===== src/rtl/vga_timing_compositor.sv =====
// VGA raster generator plus three-layer priority compositor. Colour and sync
// are registered together on each pixel tick, so the pins lag the counters by one pixel.
module vga_timing_compositor #(
  parameter int          CLK_DIV  = 2,
  parameter int          H_VIS    = 640,
  parameter int          H_FP     = 16,
  parameter int          H_SYNC   = 96,
  parameter int          H_BP     = 48,
  parameter int          V_VIS    = 480,
  parameter int          V_FP     = 10,
  parameter int          V_SYNC   = 2,
  parameter int          V_BP     = 33,
  parameter logic [7:0]  BG_COLOR = 8'b000_000_00
) (
  input  logic       clock,
  input  logic       reset_n,
  output logic       pixel_tick,
  output logic [9:0] hcount,
  output logic [9:0] vcount,
  output logic       video_on,
  output logic       frame_start,
  input  logic       l0_data,
  input  logic [7:0] l0_rgb,
  input  logic       l1_data,
  input  logic [7:0] l1_rgb,
  input  logic       l2_data,
  input  logic [7:0] l2_rgb,
  output logic [2:0] vga_red,
  output logic [2:0] vga_green,
  output logic [1:0] vga_blue,
  output logic       vga_hsync,
  output logic       vga_vsync
);

  localparam int H_TOTAL = H_VIS + H_FP + H_SYNC + H_BP;
  localparam int V_TOTAL = V_VIS + V_FP + V_SYNC + V_BP;
  localparam int DIV_W   = (CLK_DIV > 2) ? $clog2(CLK_DIV) : 1;

  localparam logic [DIV_W-1:0] DIV_LAST = DIV_W'(CLK_DIV - 1);
  localparam logic [9:0] H_LAST   = 10'(H_TOTAL - 1);
  localparam logic [9:0] V_LAST   = 10'(V_TOTAL - 1);
  localparam logic [9:0] H_VIS_C  = 10'(H_VIS);
  localparam logic [9:0] V_VIS_C  = 10'(V_VIS);
  localparam logic [9:0] HS_START = 10'(H_VIS + H_FP);
  localparam logic [9:0] HS_END   = 10'(H_VIS + H_FP + H_SYNC);
  localparam logic [9:0] VS_START = 10'(V_VIS + V_FP);
  localparam logic [9:0] VS_END   = 10'(V_VIS + V_FP + V_SYNC);

  logic [DIV_W-1:0] div_q, div_d;
  logic             tick_q, frame_q;
  logic [9:0]       h_q, h_d, v_q, v_d;
  logic [7:0]       rgb_q, rgb_d;
  logic             hs_q, vs_q;
  logic             hs_n, vs_n, wrap;

  // Highest-priority opaque layer wins; transparent layers never contribute colour.
  function automatic logic [7:0] pick_colour(input logic on,
                                             input logic d0, input logic [7:0] c0,
                                             input logic d1, input logic [7:0] c1,
                                             input logic d2, input logic [7:0] c2);
    if (!on)     return 8'h00;
    else if (d0) return c0;
    else if (d1) return c1;
    else if (d2) return c2;
    else         return BG_COLOR;
  endfunction

  always_comb begin
    div_d = (div_q == DIV_LAST) ? '0 : div_q + 1'b1;
    h_d   = h_q;
    v_d   = v_q;
    if (tick_q) begin
      if (h_q == H_LAST) begin
        h_d = '0;
        v_d = (v_q == V_LAST) ? '0 : v_q + 10'd1;
      end else begin
        h_d = h_q + 10'd1;
      end
    end
  end

  assign wrap     = tick_q && (h_q == H_LAST) && (v_q == V_LAST);
  assign video_on = (h_q < H_VIS_C) && (v_q < V_VIS_C);
  assign hs_n     = !((h_q >= HS_START) && (h_q < HS_END));
  assign vs_n     = !((v_q >= VS_START) && (v_q < VS_END));
  assign rgb_d    = pick_colour(video_on, l0_data, l0_rgb, l1_data, l1_rgb, l2_data, l2_rgb);

  always_ff @(posedge clock or negedge reset_n) begin
    if (!reset_n) begin
      div_q   <= '0;
      tick_q  <= 1'b0;
      h_q     <= '0;
      v_q     <= '0;
      frame_q <= 1'b0;
      rgb_q   <= '0;
      hs_q    <= 1'b1;
      vs_q    <= 1'b1;
    end else begin
      div_q   <= div_d;
      tick_q  <= (div_d == DIV_LAST);
      h_q     <= h_d;
      v_q     <= v_d;
      frame_q <= wrap;
      // Pins sample the pixel that is ending, keeping colour and sync aligned.
      if (tick_q) begin
        rgb_q <= rgb_d;
        hs_q  <= hs_n;
        vs_q  <= vs_n;
      end
    end
  end

  assign pixel_tick  = tick_q;
  assign hcount      = h_q;
  assign vcount      = v_q;
  assign frame_start = frame_q;
  assign vga_red     = rgb_q[7:5];
  assign vga_green   = rgb_q[4:2];
  assign vga_blue    = rgb_q[1:0];
  assign vga_hsync   = hs_q;
  assign vga_vsync   = vs_q;

endmodule


===== config.mk =====
export PLATFORM = sky130hd
export DESIGN_NAME = vga_timing_compositor
export DESIGN_NICKNAME = d
export VERILOG_FILES = /design/src/rtl/vga_timing_compositor.sv
export SDC_FILE = /design/constraint.sdc
export NUM_CORES = 1
export LEC_CHECK = 0
export CORE_ASPECT_RATIO = 1.2
export CORE_MARGIN = 1
export CORE_UTILIZATION = 40
export DETAILED_ROUTE_END_ITERATION = 7
export PLACE_DENSITY = 0.81
export SLEW_MARGIN = 0
export SYNTH_ARGS = -nofsm -noshare
export SYNTH_HDL_FRONTEND = slang
export SYNTH_SLANG_ARGS = --single-unit

===== constraint.sdc =====
create_clock -name clock -period 3.5 [get_ports clock]
set_input_delay 0.525 -clock clock [delete_from_list [all_inputs] [get_ports clock]]
set_output_delay 0.525 -clock clock [all_outputs]
set_load 0.005 [all_outputs]

==> impl_results.rst <==
.. list-table::
   :header-rows: 1

   * - Metric
     - Value
   * - # port buffers
     - 61
   * - Reg clk slew, reported paths
     - 0.07 ns
   * - Gpl congestion
     - 0.8201
   * - Post-synth top flop
     - sky130_fd_sc_hd__dfrtp_1
   * - Syn_nets
     - 200
   * - Ratio of final minimum period to clock period
     - 62.53%
   * - Resized Gates After CTS
     - 0
   * - Antenna violations before repair
     - 0
   * - Setup-failing EPs final
     - 0
   * - Half-perimeter wire length after placement
     - 3080 um
   * - Number of buffers inserted during clock tree synthesis
     - 5
   * - Fraction of layout instances using a drive strength above 1
     - 8.584%
   * - Maximum VDD drop
     - 0.0002154 V
   * - Top Usage Layer GRT
     - met2
   * - Synthesized area
     - 0.001682 mm^2
   * - Cells after Synth
     - 167
   * - Area share of the largest cell type after synthesis
     - 44.64%
   * - Final Routed Wirelength
     - 4277 um
   * - Kind of start point of the critical path
     - register
   * - Hold Path Origin
     - rgb_q[0]$_DFFE_PN0P_
   * - Fin. max-slew vios
     - 0
   * - Global-route track usage on met1
     - 24.89%
   * - Residual antenna-violating net count after detailed routing
     - 0
   * - Required time of the critical path
     - 2.97 ns
   * - Number of max-cap violations
     - 0
   * - Post-synth EDFFs
     - 0
   * - Core outline area
     - 0.003973 mm^2
   * - Pin slew with the least headroom to its limit
     - 0.5388 ns
   * - Largest cells by area after synthesis
     - sky130_fd_sc_hd__dfrtp_1 45%, sky130_fd_sc_hd__o21ai_0 5.1%, sky130_fd_sc_hd__a221o_1 4.2%, sky130_fd_sc_hd__o2bb2ai_1 4.2%, sky130_fd_sc_hd__dfstp_2 3.1%
   * - Largest driver fanout on the critical path
     - 8
   * - DRC viols
     - 0
   * - Chip height
     - 73.03 um
   * - Relative slew slack
     - 63.81%
   * - Source-to-sink clock delay at the later pin of the worst-skew pair
     - 0.29 ns
   * - Shortest period the worst path allows
     - 2.188 ns
   * - Antenna cell count
     - 0
   * - Number of DRC violations after detailed-routing iteration 0
     - 102
   * - Class of the worst hold path
     - register to register
   * - Part of the Yosys area used for sequential elements
     - 47.77%
   * - Post-CTS setup repair buffer count
     - 0
   * - Total global routing track utilization
     - 20.40%
   * - Largest net degree at the start of global routing
     - 33
   * - Vias after detailed routing
     - 1543
   * - Met2 Track Usage GR
     - 33.33%
   * - Final design utilization
     - 62.02%
   * - Detailed-route wire length per cell
     - 14.90 um
   * - Critical Path End
     - video_on
   * - Crit Path Class
     - register to primary output
   * - Starting utilization of the core area
     - 42.33%
   * - Nets
     - 265
   * - Clock tree from TritonCTS
     - built
   * - Library cells used by synthesis
     - 38
   * - Outcome
     - finished clean
   * - Die ar.
     - 0.004468 mm^2
   * - Final hold violation count
     - 0
   * - Level count of the clock H-tree
     - 2
   * - Mean area per synthesized cell
     - 10.07 um^2
   * - Endpoint type of the worst setup path
     - primary output
   * - Capture instance of the worst register-to-register path
     - vcount[6]$_DFFE_PN0P_
   * - Summed negative setup slack over all endpoints
     - 0 ns
   * - Num Clock Sinks
     - 32
   * - Arrival time of data at the critical path endpoint
     - 1.66 ns
   * - Worst Skew
     - 0.006304 ns
   * - Synth-to-Final Area Change
     - 46.50%
   * - I/O pin total
     - 62
   * - Setup crit start
     - vcount[5]$_DFFE_PN0P_
   * - Number of register bits inferred by synthesis
     - 32
   * - Number of buffers between clock root and the deepest sink
     - 2
   * - R2r startpoint
     - hcount[0]$_DFFE_PN0P_
   * - Post-synthesis cell type with the largest combined area
     - sky130_fd_sc_hd__dfrtp_1
   * - Clock root buffer
     - sky130_fd_sc_hd__clkbuf_8
   * - Count of cells along the worst register-to-register path
     - 5
   * - Flop-to-flop setup slack
     - 1.49 ns
   * - Number of buffers inserted by hold repair at cts
     - 0
   * - Horizontal extent of the die
     - 61.19 um
   * - Maximum achievable frequency
     - 0.4569 GHz
   * - Cell area power density
     - 328.7 mW/mm^2
   * - Total overflow reported by the global router
     - 0
   * - P_leak
     - 0.9998 nW
   * - Leading cell types by count after synthesis
     - 30 x sky130_fd_sc_hd__dfrtp_1, 17 x sky130_fd_sc_hd__o21ai_0, 12 x sky130_fd_sc_hd__nand2_1, 12 x sky130_fd_sc_hd__nor2_1, 9 x sky130_fd_sc_hd__nor3_1
   * - First-pass iteration count of the detailed router
     - 4
   * - Unrepaired setup endpoints after global routing
     - no
   * - Vias in the first global route
     - 1482
   * - Number of vias per cell after detailed routing
     - 5.376
   * - Most instantiated library cell after synthesis
     - sky130_fd_sc_hd__dfrtp_1
   * - Warnings from Yosys
     - 0
   * - Ys async rst share
     - 100.0%
   * - Number of placement rows
     - 25
   * - Global-route wire length before repair
     - 6741 um
   * - Met3 track demand over resource
     - 4.787%
[per-layer routing]
layer / wire, um / share of wire [%] / up-vias
li1: - / - / 756
met1: 1809 / 42 / 732
met2: 2173 / 51 / 47
met3: 227 / 5.3 / 8
met4: 66 / 1.5 / 0
met5: 0 / 0 / -
[layout make-up]
cell class              instances  area [um^2]
clock buffers                   6        72.57
clock inverters                 2        35.03
well taps                      54        67.56
multi-input cells             123        833.3
fillers                       354         1509
inverters                       7        26.28
flip-flops and latches         32        803.3
repair buffers                 63        625.6
[sequential cells by signal, summed over array words and instances, names as in the netlist]
register	flops
rgb_q	8
vga_vsync	1
frame_start	1
vcount	10
pixel_tick	1
hcount	10
vga_hsync	1
[placed cells by master, fill, tap and decap left out, types with 6 or more instances in the layout]
master	count
sky130_fd_sc_hd__a221o_1	7
sky130_fd_sc_hd__clkdlybuf4s50_1	61
sky130_fd_sc_hd__dfrtp_1	30
sky130_fd_sc_hd__inv_1	6
sky130_fd_sc_hd__nand2_1	12
sky130_fd_sc_hd__nor2_1	12
sky130_fd_sc_hd__nor3_1	9
sky130_fd_sc_hd__o21ai_0	17
sky130_fd_sc_hd__o2bb2ai_1	8
sky130_fd_sc_hd__xnor2_1	6
[kinds of logic after synthesis]
group / share of synthesized area (%)
DFF: 47.77
and+or+nand+nor: 21.73
muxes: 1.339
AOI/OAI and AO/OA: 19.87
xor gates and xnor gates: 3.646
buffers and inverters: 2.678
adders and majority gates: 2.976
[worst max-delay path, stage by stage (launching register included)]
cell	delay, ns
sky130_fd_sc_hd__dfrtp_1	0.51
sky130_fd_sc_hd__nand4_1	0.19
sky130_fd_sc_hd__and3b_1	0.22
sky130_fd_sc_hd__clkdlybuf4s50_1	0.46
[how the worst min path moves through the flow]
stage,endpoint,slack [ns],depth (start not counted)
2_1_floorplan,frame_start$_DFF_PN0_,0.23,0
3_3_place_gp,rgb_q[2]$_DFFE_PN0P_,0.47,1
3_5_place_dp,rgb_q[0]$_DFFE_PN0P_,0.47,1
4_1_cts,rgb_q[0]$_DFFE_PN0P_,0.49,1
5_1_grt,rgb_q[5]$_DFFE_PN0P_,0.51,1
6_report,rgb_q[0]$_DFFE_PN0P_,0.49,1
[report_power, final]
group / leakage (nW) / switching [mW] / total [mW] / internal, mW
Combinational: 0.537 / 0.0274 / 0.0774 / 0.0500
Sequential: 0.408 / 0.00477 / 0.383 / 0.378
Clock: 0.0552 / 0.139 / 0.350 / 0.211
[stage by stage]
stage / cell area (um^2) / setup slack (ns) / power (mW) / hold slack (ns) / instances
4_1_cts: 2464 / 1.279 / 0.8191 / 0.4917 / 287
6_report: 2464 / 1.312 / 0.8099 / 0.4854 / 287
3_3_place_gp: 2356 / 1.503 / 0.4664 / 0.4688 / 279
5_1_grt: 2464 / 1.220 / 0.8391 / 0.5110 / 287
3_5_place_dp: 2356 / 1.432 / 0.4670 / 0.4721 / 279
2_1_floorplan: 1682 / 1.687 / 0.4071 / 0.2294 / 167
(Power assumes the default switching activity.)
